[config.mk]
export PLATFORM = sky130hd
export DESIGN_NAME = freq_meter
export DESIGN_NICKNAME = d
export VERILOG_FILES = /design/src/rtl/freq_meter.sv
export SDC_FILE = /design/constraint.sdc
export NUM_CORES = 1
export LEC_CHECK = 0
export BUFFER_PORTS_ARGS = -buffer_cell sky130_fd_sc_hd__buf_2
export CAP_MARGIN = 15
export CORE_UTILIZATION = 51
export DETAILED_ROUTE_END_ITERATION = 8
export GPL_TIMING_DRIVEN = 0
export PLACE_DENSITY = 0.74
export SYNTH_ARGS = -nofsm -noshare
export SYNTH_HDL_FRONTEND = slang
export SYNTH_SLANG_ARGS = --single-unit
[constraint.sdc]
create_clock -name clk -period 1.47 [get_ports clk]
set_input_delay 0.2205 -clock clk [delete_from_list [all_inputs] [get_ports clk]]
set_output_delay 0.2205 -clock clk [all_outputs]
set_load 0.02 [all_outputs]
[src/rtl/freq_meter.sv]
// Gated edge counter: counts sig_in edges over GATE_CYCLES clocks, saturating at 2^CNT_W-1.
// Define FREQ_METER_DUAL_EDGE_EN to count both rising and falling edges.
module freq_meter #(
    parameter int GATE_CYCLES = 1024,
    parameter int CNT_W       = 8,
    parameter int SYNC_STAGES = 2
) (
    input  logic             clk,
    input  logic             rst,
    input  logic             ena,
    input  logic             sig_in,
    input  logic             start,
    input  logic             cont,
    output logic             busy,
    output logic             valid,
    output logic [CNT_W-1:0] result,
    output logic             ovf
);

    localparam int               TW    = $clog2(GATE_CYCLES);
    localparam logic [TW-1:0]    TLOAD = TW'(GATE_CYCLES - 1);
    localparam logic [CNT_W-1:0] CMAX  = '1;

    typedef enum logic [1:0] {IDLE, GATE, DONE} state_t;

    state_t state, state_nxt;

    logic [SYNC_STAGES-1:0] sync_p0;
    logic                   dly_p1;
    logic                   edge_p;
    logic [CNT_W-1:0]       cnt;
    logic                   ovf_int;
    logic [TW-1:0]          timer;
    logic                   load;
    logic                   publish;
    logic [CNT_W-1:0]       cnt_inc;
    logic                   sat_hit;

    // Saturating increment: returns {hit_ceiling, next_count}.
    function automatic logic [CNT_W:0] sat_inc(input logic [CNT_W-1:0] c);
        if (c == CMAX) begin
            return {1'b1, c};
        end
        return {1'b0, c + CNT_W'(1)};
    endfunction

    // Stage p0: synchronizer chain, index 0 is the newest sample
    always_ff @(posedge clk or posedge rst) begin
        if (rst) begin
            sync_p0 <= '0;
            dly_p1  <= 1'b0;
        end else begin
            sync_p0 <= {sync_p0[SYNC_STAGES-2:0], sig_in};
            dly_p1  <= sync_p0[SYNC_STAGES-1];
        end
    end

    // Stage p1: edge detect against the one-cycle delayed copy
`ifdef FREQ_METER_DUAL_EDGE_EN
    assign edge_p = sync_p0[SYNC_STAGES-1] ^ dly_p1;
`else
    assign edge_p = sync_p0[SYNC_STAGES-1] & ~dly_p1;
`endif

    always_ff @(posedge clk or posedge rst) begin
        if (rst) begin
            state <= IDLE;
        end else begin
            state <= state_nxt;
        end
    end

    always_comb begin
        state_nxt = state;
        case (state)
            IDLE: if (ena && (start || cont)) state_nxt = GATE;
            GATE: begin
                if (!ena) begin
                    state_nxt = IDLE;
                end else if (timer == '0) begin
                    state_nxt = DONE;
                end
            end
            DONE: state_nxt = (ena && cont) ? GATE : IDLE;
            default: state_nxt = IDLE;
        endcase
    end

    assign load    = (state != GATE) && (state_nxt == GATE);
    assign publish = (state == DONE) && ena;
    assign busy    = (state != IDLE);
    assign {sat_hit, cnt_inc} = sat_inc(cnt);

    // Stage p2: window counter, timer and result registers
    always_ff @(posedge clk or posedge rst) begin
        if (rst) begin
            cnt     <= '0;
            ovf_int <= 1'b0;
            timer   <= '0;
            result  <= '0;
            ovf     <= 1'b0;
            valid   <= 1'b0;
        end else begin
            valid <= publish;
            if (load) begin
                cnt     <= '0;
                ovf_int <= 1'b0;
                timer   <= TLOAD;
            end else if (state == GATE && ena) begin
                timer <= timer - TW'(1);
                if (edge_p) begin
                    cnt     <= cnt_inc;
                    ovf_int <= ovf_int | sat_hit;
                end
            end
            if (publish) begin
                result <= cnt;
                ovf    <= ovf_int;
            end
        end
    end

endmodule
=== After elaboration in Yosys (flattened, before gate mapping) ===
Index checks and enable logic that the tools add are counted.

* Register bits after elaboration: 34
* Input bits: 6
* Output and inout bits: 11
* Logic and storage cells: 49

* Add/subtract/negate cells: 2
* Eq/ne operators: 6
* Mux-type cells: 16
* Bitwise gates (word level): 3
* Reductions and logical operators: 13

{| class="wikitable"
|+ Operators by type and width
! operator !! count
|-
| $mux 8 || 3
|-
| $mux 10 || 2
|-
| $mux 9 || 2
|-
| $logic_not 10->1 || 1
|-
| $sub 10x1->10 const B || 1
|-
| $add 8x1->8 const B || 1
|-
| $eq 8x8->1 const B || 1
|-
| $mux 2 || 3
|-
| $pmux 2 s3 || 1
|-
| $reduce_bool 2->1 || 3
|-
| $logic_and 1x1->1 || 5
|-
| $mux 1 || 5
|-
| $eq 2x1->1 const B || 2
|-
| $ne 3x3->1 const B || 1
|-
| $reduce_and 3->1 || 1
|-
| $eq 2x2->1 const B || 1
|-
| $logic_not 2->1 || 1
|-
| $ne 2x1->1 const B || 1
|-
| $reduce_and 2->1 || 1
|-
| $and 1x1->1 || 1
|-
| $logic_or 1x1->1 || 1
|-
| $not 1->1 || 1
|-
| $or 1x1->1 || 1
|}

=== Logic depth before layout (Yosys ltp) ===
* Word-level depth: 8
* Depth in mapped cells: 6
* Depth with buffers taken out: 5

=== Worst setup path after synthesis ===
OpenSTA, ideal clock, no wires.

* Kind: register to register
* Start: register cnt[0]
* End: register cnt[6]
* Setup time: 0.140 ns
* Arrival time: 1.332 ns
* Required time: 1.330 ns
* Setup slack: -0.001 ns
* Stages on the path, launching flop included: 7
* Buffers on the path: 1
* Period minus slack after synthesis: 1.471 ns
* Cells stage by stage: dfrtp_1 ha_1 nand3_1 o211ai_4 buf_6 o311ai_0 o41ai_1

* Word-level cells in the longest chain between the ends: 6
* Elaborated cells between the ends (all ways): 9
* Those cells by class: add/sub (1); eq/ne (2); mux (5); reduce/logical (1)

{| class="wikitable"
|+ Ends and longest elaborated chain
! element !! RTL line !! text
|-
| start: declaration || 31 || <nowiki>logic [CNT_W-1:0] cnt;</nowiki>
|-
| start signal: assignment || 112 || <nowiki>cnt <= cnt_inc;</nowiki>
|-
| branches (longest 6 deep; another with $add 8x1->8) || -- ||
|}

Several ways; the timed one is not identified. The select of a mux whose other input is x is not followed.
A chain may end at the register's enable or synchronous reset.

=== Worst setup path after layout ===
* Start: register state[1]
* End: register cnt[4]

* Word-level cells in the longest chain between the ends: 7
* Elaborated cells between the ends (all ways): 16
* Those cells by class: eq/ne (5); mux (5); reduce/logical (6)

{| class="wikitable"
|+ Ends and longest elaborated chain
! element !! RTL line !! text
|-
| start: declaration || 26 || <nowiki>state_t state, state_nxt;</nowiki>
|-
| start signal: assignment || 69 || <nowiki>state <= state_nxt;</nowiki>
|-
| $mux 2 || 80 || <nowiki>end else if (timer == '0) begin</nowiki>
|-
| $mux 2 || 78 || <nowiki>if (!ena) begin</nowiki>
|-
| $pmux 2 s3 || 75 || <nowiki>case (state)</nowiki>
|-
| $eq 2x1->1 || 89 || <nowiki>assign load = (state != GATE) && (state_nxt == GATE);</nowiki>
|-
| $logic_and 1x1->1 || 89 ||
|-
| $ne 3x3->1 (no source line) / $reduce_bool 2->1 (equally long branches) || -- ||
|-
| $reduce_and 3->1 (no source line) || -- ||
|}

Parallel ways exist; a longest one is shown, timed or not.

==> flow_metrics.tcl <==
set metrics [dict create \
    status "finished, violations left" \
    violations "design-rule violations, negative setup slack" \
    reg2reg_slack_ps -40 \
    hold_viol 0 \
    worstPathBufferInverterCount 2 \
    r2r_end "cnt[4]$_DFFE_PP0P_" \
    clk_latency_ps 330 \
    critPathMaxStageDelay_ps 420 \
    power_density_nw_per_um2 995 \
    rsz0062_at_grt "true" \
    slowest_stage "dfrtp_1" \
    gr-total-overflow 0 \
    ys_seq_area_share_pct 55.7 \
    ant_nets 0 \
    end_kind "register" \
    ir_drop_mv 0.929 \
    p_sw_uw 460 \
    drc 2 \
    gp_congestion 0.769 \
    grt_usage_pct 19.9 \
    synthesis.area_um2 1530 \
    final_cells 200 \
    clkSlewWorstSetupHoldPaths_ps 110 \
    maxCapViolCount 0 \
    core_area_um2 2810 \
    finalCritPeriodShare_pct 103 \
    final_area_um2 1890 \
    setup_viol 4 \
    cts_sinks 34 \
    cp_max_fo 10 \
    antenna_cells 0 \
    syn_inst 136 \
    ys_seq_elements 34 \
    die_area_um2 3220 \
    cp_common_cell "buf_6" \
    drtIter0Drc 38 \
    clock_path_buffers 2 \
    nFillCells 226 \
    min-delay-path-class "input port to async pin" \
    dp_slack_ps -191 \
    crit_family "compound AO/OA/AOI/OAI gates" \
    leakage_uw 0.000884 \
    slew_headroom_pct 49.6 \
    area_growth_pct 23.9 \
    drive_above_1_share_pct 33.7 \
    antenna_found_initial 0 \
    drt_wl_total_um 2960 \
    crit_chain "and3b_1 -> buf_6 -> o211ai_4 -> buf_6 -> o311ai_4 -> o41ai_2" \
    start_util_pct 54.4 \
    pwr-share-seq_pct 53.4 \
    yosys_warnings 0 \
    ios 17 \
    hold-worst-slack_ps 6.19 \
    num_vias 1123 \
    worstMarginPinSlew_ps 755 \
    viasPerCell 5.62 \
    hpwl_um 1960 \
    synth_cell_types 35 \
    cts-root-buf "clkbuf_4" \
    die_y_um 56.7 \
    fmax_ghz 0.661 \
    cts_tree "yes" \
    intPower_uw 1420 \
    final_util_pct 67.4 \
    drt_pre_antenna_iters 6 \
    wl_per_cell_um 14.8 \
    worst-r2r-cell-count 6 \
    p_clk_share_pct 34.9 \
    cts_inserted_buffers 5 \
    pwr-share-comb_pct 11.6 \
    required_ps 1680 \
    grt_max_degree 19 \
    port-buffer-count 16 \
    synth_nets 144 \
    cp.arrival_ps 1720 \
    grt_pass1_vias 1132 \
    layout_setup_ws_ps -42.3 \
    path_class "register to register" \
    row_count 19 \
    critPathLaunchType "register" \
    min_period_ps 1510 \
    dpl-instance-area_um2 1680 \
    maxSlewViolCount 0 \
    die_w_um 56.7 \
    skew_ps 12.7 \
    sw_frac_of_total_pct 24.4 \
    r2r-start "state[1]$_DFF_PP0_" \
    nNetsFinal 176 \
    htree_levels 2 \
    avgSynthCellArea_um2 11.2 \
    grt_pass1_wl_um 4800 \
    dpl.cell_count 184 \
]
## power groups by stage
stage | Sequential (uW) | Combinational [uW] | Clock (uW)
after floorplan | 1010 | 124 | 0
after global placement | 1020 | 157 | 0
after detailed placement | 1020 | 176 | 0
after CTS | 1000 | 201 | 675
after global routing | 1010 | 246 | 710
final | 1010 | 219 | 657
## sequential cells by signal, summed over array words and instances, names as in the netlist
signal	cells
result	8
cnt	8
ovf	1
sync_p0	2
ovf_int	1
state	2
dly_p1	1
timer	10
valid	1
## worst register-to-register path: stages (launching register included)
cell and delay, ps:
dfrtp_1 420, and3b_1 240, buf_6 130, o211ai_4 90
buf_6 160, o311ai_4 240, o41ai_2 120
## logic make-up after synthesis
group / Yosys count / share of synthesized area (%)
and+or+nand+nor: 53 / 19.0
adders and majority gates: 2 / 1.64
buffers and inverters: 11 / 3.85
AOI/OAI and AO/OA: 21 / 9.84
xor gates and xnor gates: 6 / 3.44
muxes: 9 / 6.48
DFF: 34 / 55.7
## cells in the mapped netlist
master,n,share of area (%)
xor2_1,5,2.9
a21oi_1,3,0.98
nand2b_1,2,0.82
or2_2,1,0.41
nor3_2,1,0.66
nand4_4,1,1.4
a31oi_1,1,0.41
nor2_1,6,1.5
nand4_1,2,0.82
mux2_2,7,5.2
o41ai_1,2,1.1
o21a_1,1,0.49
o311ai_0,2,1.1
o21ai_0,6,2.0
mux2i_1,2,1.3
nor2b_1,1,0.41
ha_1,2,1.6
buf_6,2,1.5
nor4_1,2,0.82
nand3_1,8,2.6
and2b_2,2,1.1
nand2_1,17,4.2
o211ai_1,1,0.49
nand3b_1,1,0.49
xnor2_1,1,0.57
or4_1,2,0.98
dfrtp_1,34,56
or3_1,3,1.2
o31ai_1,3,1.5
buf_2,2,0.66
inv_1,7,1.7
nor3_1,3,0.98
o211ai_4,1,1.4
and3b_1,1,0.57
o21ai_1,1,0.33
## cells in the final DEF, fill, tap and decap left out, drive strengths merged, types with 2 or more instances in the layout
cell,netlist,final
a21oi,3,3
mux2,7,7
inv,7,7
o31ai,3,3
nand4,3,3
o211ai,2,2
o311ai,2,2
nand3,8,8
or4,2,2
or3,3,3
nor2,6,6
nand2b,2,2
and2b,2,2
o21ai,7,7
ha,2,2
dfrtp,34,34
mux2i,2,2
buf,4,27
xor2,5,5
nand2,17,17
nor4,2,2
nor3,4,4
o41ai,2,2
clkbuf,0,8
## final cells by class
cell class	count	area (um2)	share of cell area, %
sequential	34	853	45.1
clock inverter	1	30.0	1.59
clock buffer	7	45.0	2.38
inverter	7	26.3	1.39
multi-input combinational	91	693	36.6
tap	31	38.8	2.05
timing repair buffer	25	170	8.99
buffer	4	35.0	1.85
## routing by layer
layer / global-route usage, % / vias to the layer above / part of all wire, %
met5: 0 / - / 0
met4: 10.0 / 0 / 1.3
met3: 4.84 / 5 / 2.6
met2: 33.7 / 17 / 54
met1: 23.3 / 556 / 42
li1: - / 545 / -
## repair_timing
item,CTS,global route
endpoints found under the setup margin,16,18
pin swaps,2,1
hold buffers,1,0
cloned,0,0
endpoints found under the hold margin,1,0
resized for setup,10,6
buffers inserted,2,5
## metrics by stage
stage / total power (uW) / TNS (ps)
2_1_floorplan: 1140 / 0
3_3_place_gp: 1180 / -455
3_5_place_dp: 1200 / -1990
4_1_cts: 1880 / -106
5_1_grt: 1970 / -646
6_report: 1880 / -116
## how the worst max path moves through the flow
| stage | startpoint | endpoint | cells past startpoint |
|---|---|---|---|
| final | state[1]$_DFF_PP0_ | cnt[4]$_DFFE_PP0P_ | 6 |
| after CTS | state[1]$_DFF_PP0_ | cnt[4]$_DFFE_PP0P_ | 6 |
| after global placement | cnt[0]$_DFFE_PP0P_ | cnt[7]$_DFFE_PP0P_ | 6 |
| after floorplan | state[1]$_DFF_PP0_ | cnt[6]$_DFFE_PP0P_ | 6 |
| after global routing | state[1]$_DFF_PP0_ | cnt[3]$_DFFE_PP0P_ | 6 |
| after detailed placement | state[1]$_DFF_PP0_ | timer[1]$_DFFE_PP0P_ | 4 |
No activity file was read; power rests on OpenSTA's default activity.
